[src/rtl/nts_api_pkg.sv]
// Shared types and widths for the NTS API bus mux and its address decoder.
package nts_api_pkg;

    localparam int API_ADDR_W     = 12;
    localparam int API_INT_ADDR_W = 8;
    localparam int API_DATA_W     = 32;
    localparam int API_CNT_W      = 16;
    localparam int API_IDX_W      = 3;

    typedef enum logic [1:0] {
        IDLE  = 2'd0,
        ISSUE = 2'd1,
        WAIT  = 2'd2,
        RESP  = 2'd3
    } api_state_e;

endpackage

[src/rtl/nts_api_decode.sv]
// Combinational address window match with lowest-index priority.
module nts_api_decode
    import nts_api_pkg::*;
#(
    parameter int                                NUM_TARGETS = 5,
    parameter logic [NUM_TARGETS*API_ADDR_W-1:0] ADDR_BASE   = '0,
    parameter logic [NUM_TARGETS*API_ADDR_W-1:0] ADDR_STOP   = '0
) (
    input  logic [API_ADDR_W-1:0] address,
    output logic                  hit,
    output logic [API_IDX_W-1:0]  index,
    output logic [API_ADDR_W-1:0] base
);

    // Scan from the top index down so the lowest matching window wins;
    // a window with base above stop can never satisfy both bounds.
    always_comb begin
        hit   = 1'b0;
        index = '0;
        base  = '0;
        for (int i = NUM_TARGETS - 1; i >= 0; i--) begin
            if ((address >= ADDR_BASE[API_ADDR_W*i +: API_ADDR_W]) &&
                (address <= ADDR_STOP[API_ADDR_W*i +: API_ADDR_W])) begin
                hit   = 1'b1;
                index = API_IDX_W'(i);
                base  = ADDR_BASE[API_ADDR_W*i +: API_ADDR_W];
            end
        end
    end

endmodule

[src/rtl/nts_api_bus_mux.sv]
// Registered NTS API bus mux: decodes, rebases and forwards one external
// access to an internal register bank, then returns data with ready/error.
module nts_api_bus_mux
    import nts_api_pkg::*;
#(
    parameter int                                NUM_TARGETS   = 5,
    parameter logic [NUM_TARGETS*API_ADDR_W-1:0] ADDR_BASE     =
        {12'h100, 12'h080, 12'h020, 12'h010, 12'h000},
    parameter logic [NUM_TARGETS*API_ADDR_W-1:0] ADDR_STOP     =
        {12'h1FF, 12'h0FF, 12'h03F, 12'h01F, 12'h00F},
    parameter logic [API_DATA_W-1:0]             UNMAPPED_DATA = 32'hDEAD_BEEF
) (
    input  logic                              i_clk,
    input  logic                              i_reset_n,
    input  logic                              i_external_api_cs,
    input  logic                              i_external_api_we,
    input  logic [API_ADDR_W-1:0]             i_external_api_address,
    input  logic [API_DATA_W-1:0]             i_external_api_write_data,
    output logic                              o_external_api_busy,
    output logic                              o_external_api_ready,
    output logic                              o_external_api_error,
    output logic [API_DATA_W-1:0]             o_external_api_read_data,
    output logic [NUM_TARGETS-1:0]            o_internal_api_cs,
    output logic                              o_internal_api_we,
    output logic [API_INT_ADDR_W-1:0]         o_internal_api_address,
    output logic [API_DATA_W-1:0]             o_internal_api_write_data,
    input  logic [NUM_TARGETS*API_DATA_W-1:0] i_internal_api_read_data,
    output logic [API_CNT_W-1:0]              o_unmapped_count
);

    function automatic logic [API_CNT_W-1:0] sat_inc(input logic [API_CNT_W-1:0] cnt);
        return (&cnt) ? cnt : cnt + 1'b1;
    endfunction

    api_state_e                state_q;
    api_state_e                state_d;
    logic                      dec_hit;
    logic [API_IDX_W-1:0]      dec_idx;
    logic [API_ADDR_W-1:0]     dec_base;
    logic                      accept;
    logic                      we_p1;
    logic [API_INT_ADDR_W-1:0] addr_p1;
    logic [API_DATA_W-1:0]     wdata_p1;
    logic                      hit_p1;
    logic [API_IDX_W-1:0]      idx_p1;
    logic [API_DATA_W-1:0]     rdata_p2;
    logic [API_CNT_W-1:0]      cnt_q;

    nts_api_decode #(
        .NUM_TARGETS (NUM_TARGETS),
        .ADDR_BASE   (ADDR_BASE),
        .ADDR_STOP   (ADDR_STOP)
    ) u_decode (
        .address (i_external_api_address),
        .hit     (dec_hit),
        .index   (dec_idx),
        .base    (dec_base)
    );

    assign accept = (state_q == IDLE) && i_external_api_cs;

    always_ff @(posedge i_clk) begin
        if (!i_reset_n) begin
            state_q <= IDLE;
        end else begin
            state_q <= state_d;
        end
    end

    always_comb begin
        state_d = state_q;
        case (state_q)
            IDLE:    if (i_external_api_cs) state_d = ISSUE;
            ISSUE:   state_d = WAIT;
            WAIT:    state_d = RESP;
            RESP:    state_d = IDLE;
            default: state_d = IDLE;
        endcase
    end

    // Stage p1: request latched on acceptance; offset truncation to 8 bits aliases wide windows.
    always_ff @(posedge i_clk) begin
        if (accept) begin
            we_p1    <= i_external_api_we;
            addr_p1  <= API_INT_ADDR_W'(i_external_api_address - dec_base);
            wdata_p1 <= i_external_api_write_data;
            hit_p1   <= dec_hit;
            idx_p1   <= dec_idx;
        end
    end

    // Stage p2: target data arrives the cycle after its chip select.
    always_ff @(posedge i_clk) begin
        if (state_q == WAIT) begin
            if (we_p1) begin
                rdata_p2 <= '0;
            end else if (!hit_p1) begin
                rdata_p2 <= UNMAPPED_DATA;
            end else begin
                rdata_p2 <= i_internal_api_read_data[API_DATA_W*idx_p1 +: API_DATA_W];
            end
        end
    end

    always_ff @(posedge i_clk) begin
        if (!i_reset_n) begin
            cnt_q <= '0;
        end else if ((state_q == RESP) && !hit_p1) begin
            cnt_q <= sat_inc(cnt_q);
        end
    end

    always_comb begin
        o_external_api_busy       = 1'b0;
        o_external_api_ready      = 1'b0;
        o_external_api_error      = 1'b0;
        o_external_api_read_data  = '0;
        o_internal_api_cs         = '0;
        o_internal_api_we         = 1'b0;
        o_internal_api_address    = '0;
        o_internal_api_write_data = '0;
        if (state_q != IDLE) begin
            o_external_api_busy       = 1'b1;
            o_internal_api_we         = we_p1;
            o_internal_api_address    = addr_p1;
            o_internal_api_write_data = wdata_p1;
        end
        if ((state_q == ISSUE) && hit_p1) begin
            o_internal_api_cs = NUM_TARGETS'(1) << idx_p1;
        end
        if (state_q == RESP) begin
            o_external_api_ready     = 1'b1;
            o_external_api_error     = !hit_p1;
            o_external_api_read_data = rdata_p2;
        end
    end

    assign o_unmapped_count = cnt_q;

endmodule
[config.mk]
export PLATFORM = sky130hd
export DESIGN_NAME = nts_api_bus_mux
export DESIGN_NICKNAME = d
export VERILOG_FILES = /design/src/rtl/nts_api_pkg.sv /design/src/rtl/nts_api_decode.sv /design/src/rtl/nts_api_bus_mux.sv
export SDC_FILE = /design/constraint.sdc
export NUM_CORES = 1
export LEC_CHECK = 0
export CORE_ASPECT_RATIO = 0.9
export CORE_MARGIN = 2
export CORE_UTILIZATION = 35
export DETAILED_ROUTE_END_ITERATION = 7
export DONT_BUFFER_PORTS = 1
export PLACE_DENSITY = 0.53
export SLEW_MARGIN = 20
export SYNTH_ARGS = -nofsm -noshare
export SYNTH_HDL_FRONTEND = slang
export SYNTH_SLANG_ARGS = --single-unit
[constraint.sdc]
create_clock -name i_clk -period 2.6 [get_ports i_clk]
set_clock_uncertainty 0.2 [all_clocks]
set_input_delay 0.65 -clock i_clk [delete_from_list [all_inputs] [get_ports i_clk]]
set_output_delay 0.65 -clock i_clk [all_outputs]
set_load 0.1 [all_outputs]
==> results of run 1 <==
==> cells in the mapped netlist, types with 3 or more instances <==
| library cell | n | share of area |
|---|---|---|
| or3_1 | 3 | 0.0036 |
| nor3_1 | 5 | 0.0048 |
| nor2b_1 | 41 | 0.049 |
| nor2_1 | 41 | 0.030 |
| o31ai_1 | 5 | 0.0072 |
| a221oi_1 | 24 | 0.040 |
| nand2_1 | 17 | 0.012 |
| mux2i_1 | 7 | 0.013 |
| clkbuf_1 | 24 | 0.017 |
| nand2b_1 | 8 | 0.0096 |
| ha_1 | 7 | 0.017 |
| nand3_1 | 5 | 0.0048 |
| inv_1 | 14 | 0.010 |
| mux4_2 | 32 | 0.14 |
| nor4_1 | 5 | 0.0060 |
| or4_1 | 7 | 0.010 |
| edfxtp_1 | 77 | 0.44 |
| o21ai_0 | 4 | 0.0038 |
| dfxtp_1 | 18 | 0.069 |
| buf_2 | 3 | 0.0029 |
| a22oi_1 | 8 | 0.012 |
| a21oi_1 | 12 | 0.012 |
| and2_1 | 33 | 0.040 |
==> registers in the layout, summed over array words and instances, names as in the netlist <==
register and count:
rdata_p2 32, state_q 2, we_p1 1, o_unmapped_count 16, addr_p1 8, idx_p1 3, hit_p1 1, wdata_p1 32
==> metal layers <==
layer  track usage  up-vias
met2         0.308      209
met3        0.0760       18
li1              -     1807
met5             0        -
met4        0.0504        4
met1         0.221     1962
==> worst max-delay path by stage <==
stage,depth (start not counted),start,endpoint
floorplan,4,state_q[0],o_internal_api_write_data[0]
global placement,7,i_external_api_address[9],addr_p1[7]
detailed placement,7,i_external_api_address[9],addr_p1[7]
CTS,4,idx_p1[2],o_internal_api_cs[4]
global route,5,state_q[1],o_internal_api_write_data[16]
finish,5,state_q[1],o_internal_api_address[2]
==> cell usage in the layout, fill, tap and decap left out, drive strengths merged, types with 4 or more instances in the layout <==
master and n:
inv 20, clkbuf 9, mux4 32, a21oi 12, nand2 17, a221oi 24, ha 7, edfxtp 77
mux2i 7, nor2 41, o21ai 4, or4 7, and2 33, nor2b 41, dfxtp 18, o31ai 5
nand2b 8, a22oi 8, buf 112, nor4 6, nor3 5, nand3 5
==> power by group <==
part / internal (mW) / total (mW) / switching [mW]
registers: 2.08 / 2.17 / 0.0927
logic: 2.06 / 6.09 / 4.03
clock network: 0.683 / 1.31 / 0.629
total: 4.83 / 9.58 / 4.75
==> worst reg2reg max path, stage by stage, from the launching register on <==
cell      delay (ns)
dfxtp_1         0.40
ha_4            0.27
nand2b_1        0.17
or2_0           0.43
or4_1           0.54
a21oi_1         0.16
==> metrics by stage <==
step	TNS [ns]	power [mW]	worst slack [ns]
3_3_place_gp	0	8.23	0.00329
4_1_cts	0	9.66	0.0186
5_1_grt	-0.0152	9.95	-0.00615
3_5_place_dp	-0.0430	8.30	-0.0430
2_1_floorplan	-20.33	6.09	-0.507
6_report	0	9.58	0.0766
==> timing repair <==
item                                    in CTS  in global routing
setup buffers                                0                  2
endpoints found under the setup margin       3                 46
gates resized for setup                      3                  4
==> layout make-up <==
cell class	instances	area, um^2	area share
Multi-Input combinational cell	285	2580	0.332
Sequential cell	95	2680	0.346
Clock inverter	7	68.8	0.00888
Tap cell	198	248	0.0320
Inverter	16	65.1	0.00839
Timing Repair Buffer	112	1880	0.243
Clock buffer	9	225	0.0290
Antenna cell	2	5.00	0.000645
==> logic make-up (layout without fill, tap and decap cells) <==
family	after synthesis	count (layout)	synth area share
other	0	2	0
xor gates and xnor gates	2	2	0.00337
adders and majority gates	8	8	0.0207
AOI/OAI and AO/OA	59	59	0.0839
DFF	95	95	0.513
and+or+nand+nor	177	177	0.192
buffers and inverters	46	144	0.0353
muxes	39	39	0.152
==> flow_summary.yaml, run 1 <==
grt:
  overflow: 0
  grt_usage: 0.185
  grt_pass1_wl_mm: 22.6
  grt_pass1_vias: 3962
  grt_antenna_before_repair: 3
  grt_max_degree: 46
synth:
  synthCells: 426
  seq_area_frac_synth: 0.513
  synthArstFlopShare: 0
  syn_area_um2: 5210
  ys.flop_type: "edfxtp_1"
  ys_seq_elements: 95
  synth_nets: 642
  synth_enable_flop_cells: 77
  avgSynthCellArea_um2: 12.2
  synth_cell_types: 44
  yosysWarnings: 0
floorplanning:
  die_y_um: 120
  core_area_um2: 14600
  dieArea_um2: 15900
  die_x_um: 133
  top_level_ports: 305
  start_util: 0.356
  rows: 42
drt:
  met1_length_mm: 5.77
  via_per_inst: 5.52
  wirelength_mm: 14.8
  dr.pass1.iters: 4
  wire_per_inst_um: 20.4
  wl_met2_mm: 7.41
  via_count: 4000
  ant_nets: 0
  highest_layer: "met5"
  drcViolationCount: 0
  drtIter0Drc: 244
  dr_wl_met3_mm: 1.41
sta:
  tightest_slew_ns: 0.872
  fmax_ghz: 0.396
  slew_headroom: 0.404
  rsz0062_at_grt: "yes"
  fin_crit_sh: 0.971
  layout_min_cycle_time_ns: 2.52
  finalHoldViolCount: 0
  drv_slew: 0
  hold_ws_ns: 0.189
  setup_viol: 0
power_and_ir_drop:
  p_leak_nw: 2.75
  powerDensity_nw_per_um2: 1230
  peakVddDrop_mv: 1.08
clock_network:
  hold_buffers: 0
  cts_buffers: 9
  cts_buffer_depth: 2
  cts_tree: "done"
  htreeDepth: 3
  clock_latency_ns: 0.35
  cts_root_buf: "clkbuf_16"
  cts.clk_slew.worst_paths_ns: 0.08
  clock_sinks: 95
worst_setup_path:
  rr_endpoint: "o_unmapped_count[8]"
  worstPathArrival_ns: 1.67
  worstPathCellList: "inv_1 > ha_2 > buf_12 > nor2b_2 > buf_12"
  cpLargestDelayFamily: "buffers and inverters"
  ff2ff_path_depth: 5
  worst-path-buf-inv: 3
  critical-path-max-stage-delay_ns: 0.40
  cpMostUsedCell: "buf_12"
  crit_fanout: 45
  path_class: "reg2out"
  cp.required_ns: 1.75
  critical_path.startpoint_type: "flip-flop"
  r2r_slack_ns: 0.37
  timing.rr.start: "state_q[1]"
  cp-end-kind: "primary output"
  critPathSlowestCell: "dfxtp_1"
layout:
  final_cell_area_um2: 7750
  area_growth_pct: 48.9
  final_cells: 724
  post-route-util: 0.531
  drive_gt1_frac: 0.489
  layout.nets: 735
  n_fill_cell: 1247
min_path:
  holdPathEnd: "wdata_p1[19]"
  min_path_type: "in2reg"
  holdPathStages: 0
  worstHoldStart: "i_external_api_write_data[19]"
outcome:
  status: "finished, final reports clean"
placed_design:
  placedCellCount: 704
  dp_hpwl_mm: 11.8
  placed_area_um2: 7410
  gp_congestion: 0.999
  io_buffers: 0
run:
  maxCapViolCount: 0
Note: power is estimated with default switching activity, not from simulation.
==> inputs of run 2 (changes only) <==
--- a/config.mk
+++ b/config.mk
@@ -5,12 +5,12 @@
 export SDC_FILE = /design/constraint.sdc
 export NUM_CORES = 1
 export LEC_CHECK = 0
-export CORE_ASPECT_RATIO = 0.9
-export CORE_MARGIN = 2
-export CORE_UTILIZATION = 35
+export CAP_MARGIN = 30
+export CORE_AREA = 2 2 118 120
 export DETAILED_ROUTE_END_ITERATION = 7
+export DIE_AREA = 0 0 120 122
 export DONT_BUFFER_PORTS = 1
-export PLACE_DENSITY = 0.53
+export PLACE_DENSITY = 0.57
 export SLEW_MARGIN = 20
 export SYNTH_ARGS = -nofsm -noshare
 export SYNTH_HDL_FRONTEND = slang
==> flow_summary.yaml, run 2 (synthesis gave the netlist of run 1 again) <==
outcome:
  status: "finished, final reports clean"
clock_network:
  cts_tree: "done"
  htreeDepth: 3
  clock_sinks: 95
  clock_latency_ns: 0.34
  cts_root_buf: "clkbuf_16"
  cts_buffers: 9
  cts.clk_slew.worst_paths_ns: 0.07
  cts_buffer_depth: 2
drt:
  via_count: 4033
  dr.pass1.iters: 4
  drcViolationCount: 0
  via_per_inst: 5.75
  drtIter0Drc: 297
  wire_per_inst_um: 21.3
  wirelength_mm: 15.0
  ant_nets: 0
layout:
  post-route-util: 0.570
  final_cell_area_um2: 7700
  area_growth_pct: 47.9
  layout.nets: 732
  drive_gt1_frac: 0.486
  final_cells: 702
  final_common_cell: "buf_12"
  final_cell_mix: "buf_12 (82), edfxtp_1 (77), nor2b_2 (40)"
sta:
  fin_crit_sh: 0.960
  setup_tns_ns: 0
  tightest_slew_ns: 0.888
  fmax_ghz: 0.401
  slew_headroom: 0.407
  drv_slew: 0
  finalHoldViolCount: 0
  rsz0062_at_grt: "no"
  layout_min_cycle_time_ns: 2.50
  setup_viol: 0
  fin_ws_ns: 0.104
  hold_ws_ns: 0.196
placed_design:
  io_buffers: 0
  gp_congestion: 0.893
  dp_hpwl_mm: 11.5
  place_ws_ns: -0.0487
  placedCellCount: 684
  placed_area_um2: 7360
power_and_ir_drop:
  netSwitchingFraction: 0.498
  powerDensity_nw_per_um2: 1240
  p_leak_nw: 2.72
  clock_power_share: 0.141
  seq_power_share: 0.226
  total_power_mw: 9.57
  combPwrFrac: 0.634
  switchingPower_mw: 4.76
  peakVddDrop_mv: 1.15
  power.internal_mw: 4.81
worst_setup_path:
  worstPathArrival_ns: 1.65
  timing.rr.start: "o_unmapped_count[0]"
  critical_path.startpoint_type: "flip-flop"
  cpLargestDelayFamily: "buffers and inverters"
  critPathSlowestCell: "dfxtp_1"
  worst-path-buf-inv: 3
  critical-path-max-stage-delay_ns: 0.38
  cp-end-kind: "primary output"
  path_class: "reg2out"
  cp.required_ns: 1.75
  r2r_slack_ns: 0.39
  worstPathCellList: "inv_1 > ha_2 > buf_6 > nor2b_2 > buf_12"
  cp-startpoint: "state_q[0]"
  crit_fanout: 26
floorplanning:
  die_y_um: 122
  dieArea_um2: 14600
  core_area_um2: 13500
  die_x_um: 120
  start_util: 0.386
  rows: 43
  top_level_ports: 305
min_path:
  worstHoldStart: "i_external_api_write_data[7]"
  min_path_type: "in2reg"
grt:
  grt_pass1_vias: 4014
  grt_pass1_wl_mm: 22.4
  grt_usage: 0.201
  overflow: 0
  grt_max_degree: 44
  grt_antenna_before_repair: 1
run:
  maxCapViolCount: 0
run 2: repair_timing:
action / 4_1_cts / 5_1_grt
hold buffers: 0 / 0
buffers inserted: 0 / 1
gates resized for setup: 1 / 4
endpoints found under the setup margin: 2 / 31
pin swaps: 0 / 1
run 2: area by class of cell:
type                            count  area (um^2)
Multi-Input combinational cell    285         2560
Antenna cell                        1         2.50
Tap cell                          180          225
Sequential cell                    95         2680
Timing Repair Buffer              109         1850
Fill cell                        1084         5810
Inverter                           16         65.1
Clock inverter                      7         83.8
Clock buffer                        9          225
run 2: worst paths after layout:
check | end | cells past startpoint
setup / recovery | o_internal_api_write_data[10] | 5
hold / removal | wdata_p1[7] | 0
setup reg to reg | o_unmapped_count[8] | 5
hold reg to reg | o_unmapped_count[12] | 2
run 2: power by group through the flow:
stage	sequential (mW)	combinational (mW)	clock, mW
2_1_floorplan	2.19	3.90	0
3_3_place_gp	2.19	6.01	0
3_5_place_dp	2.21	6.08	0
4_1_cts	2.17	6.08	1.39
5_1_grt	2.19	6.30	1.44
6_report	2.16	6.06	1.35
run 2: metal layers:
metal	share of wire	wire (um)	up-vias	global-route usage
met4	0.015	220	0	0.0728
met5	0	0	-	0
met3	0.10	1560	20	0.0744
li1	-	-	1805	-
met1	0.38	5650	1974	0.243
met2	0.50	7520	234	0.331
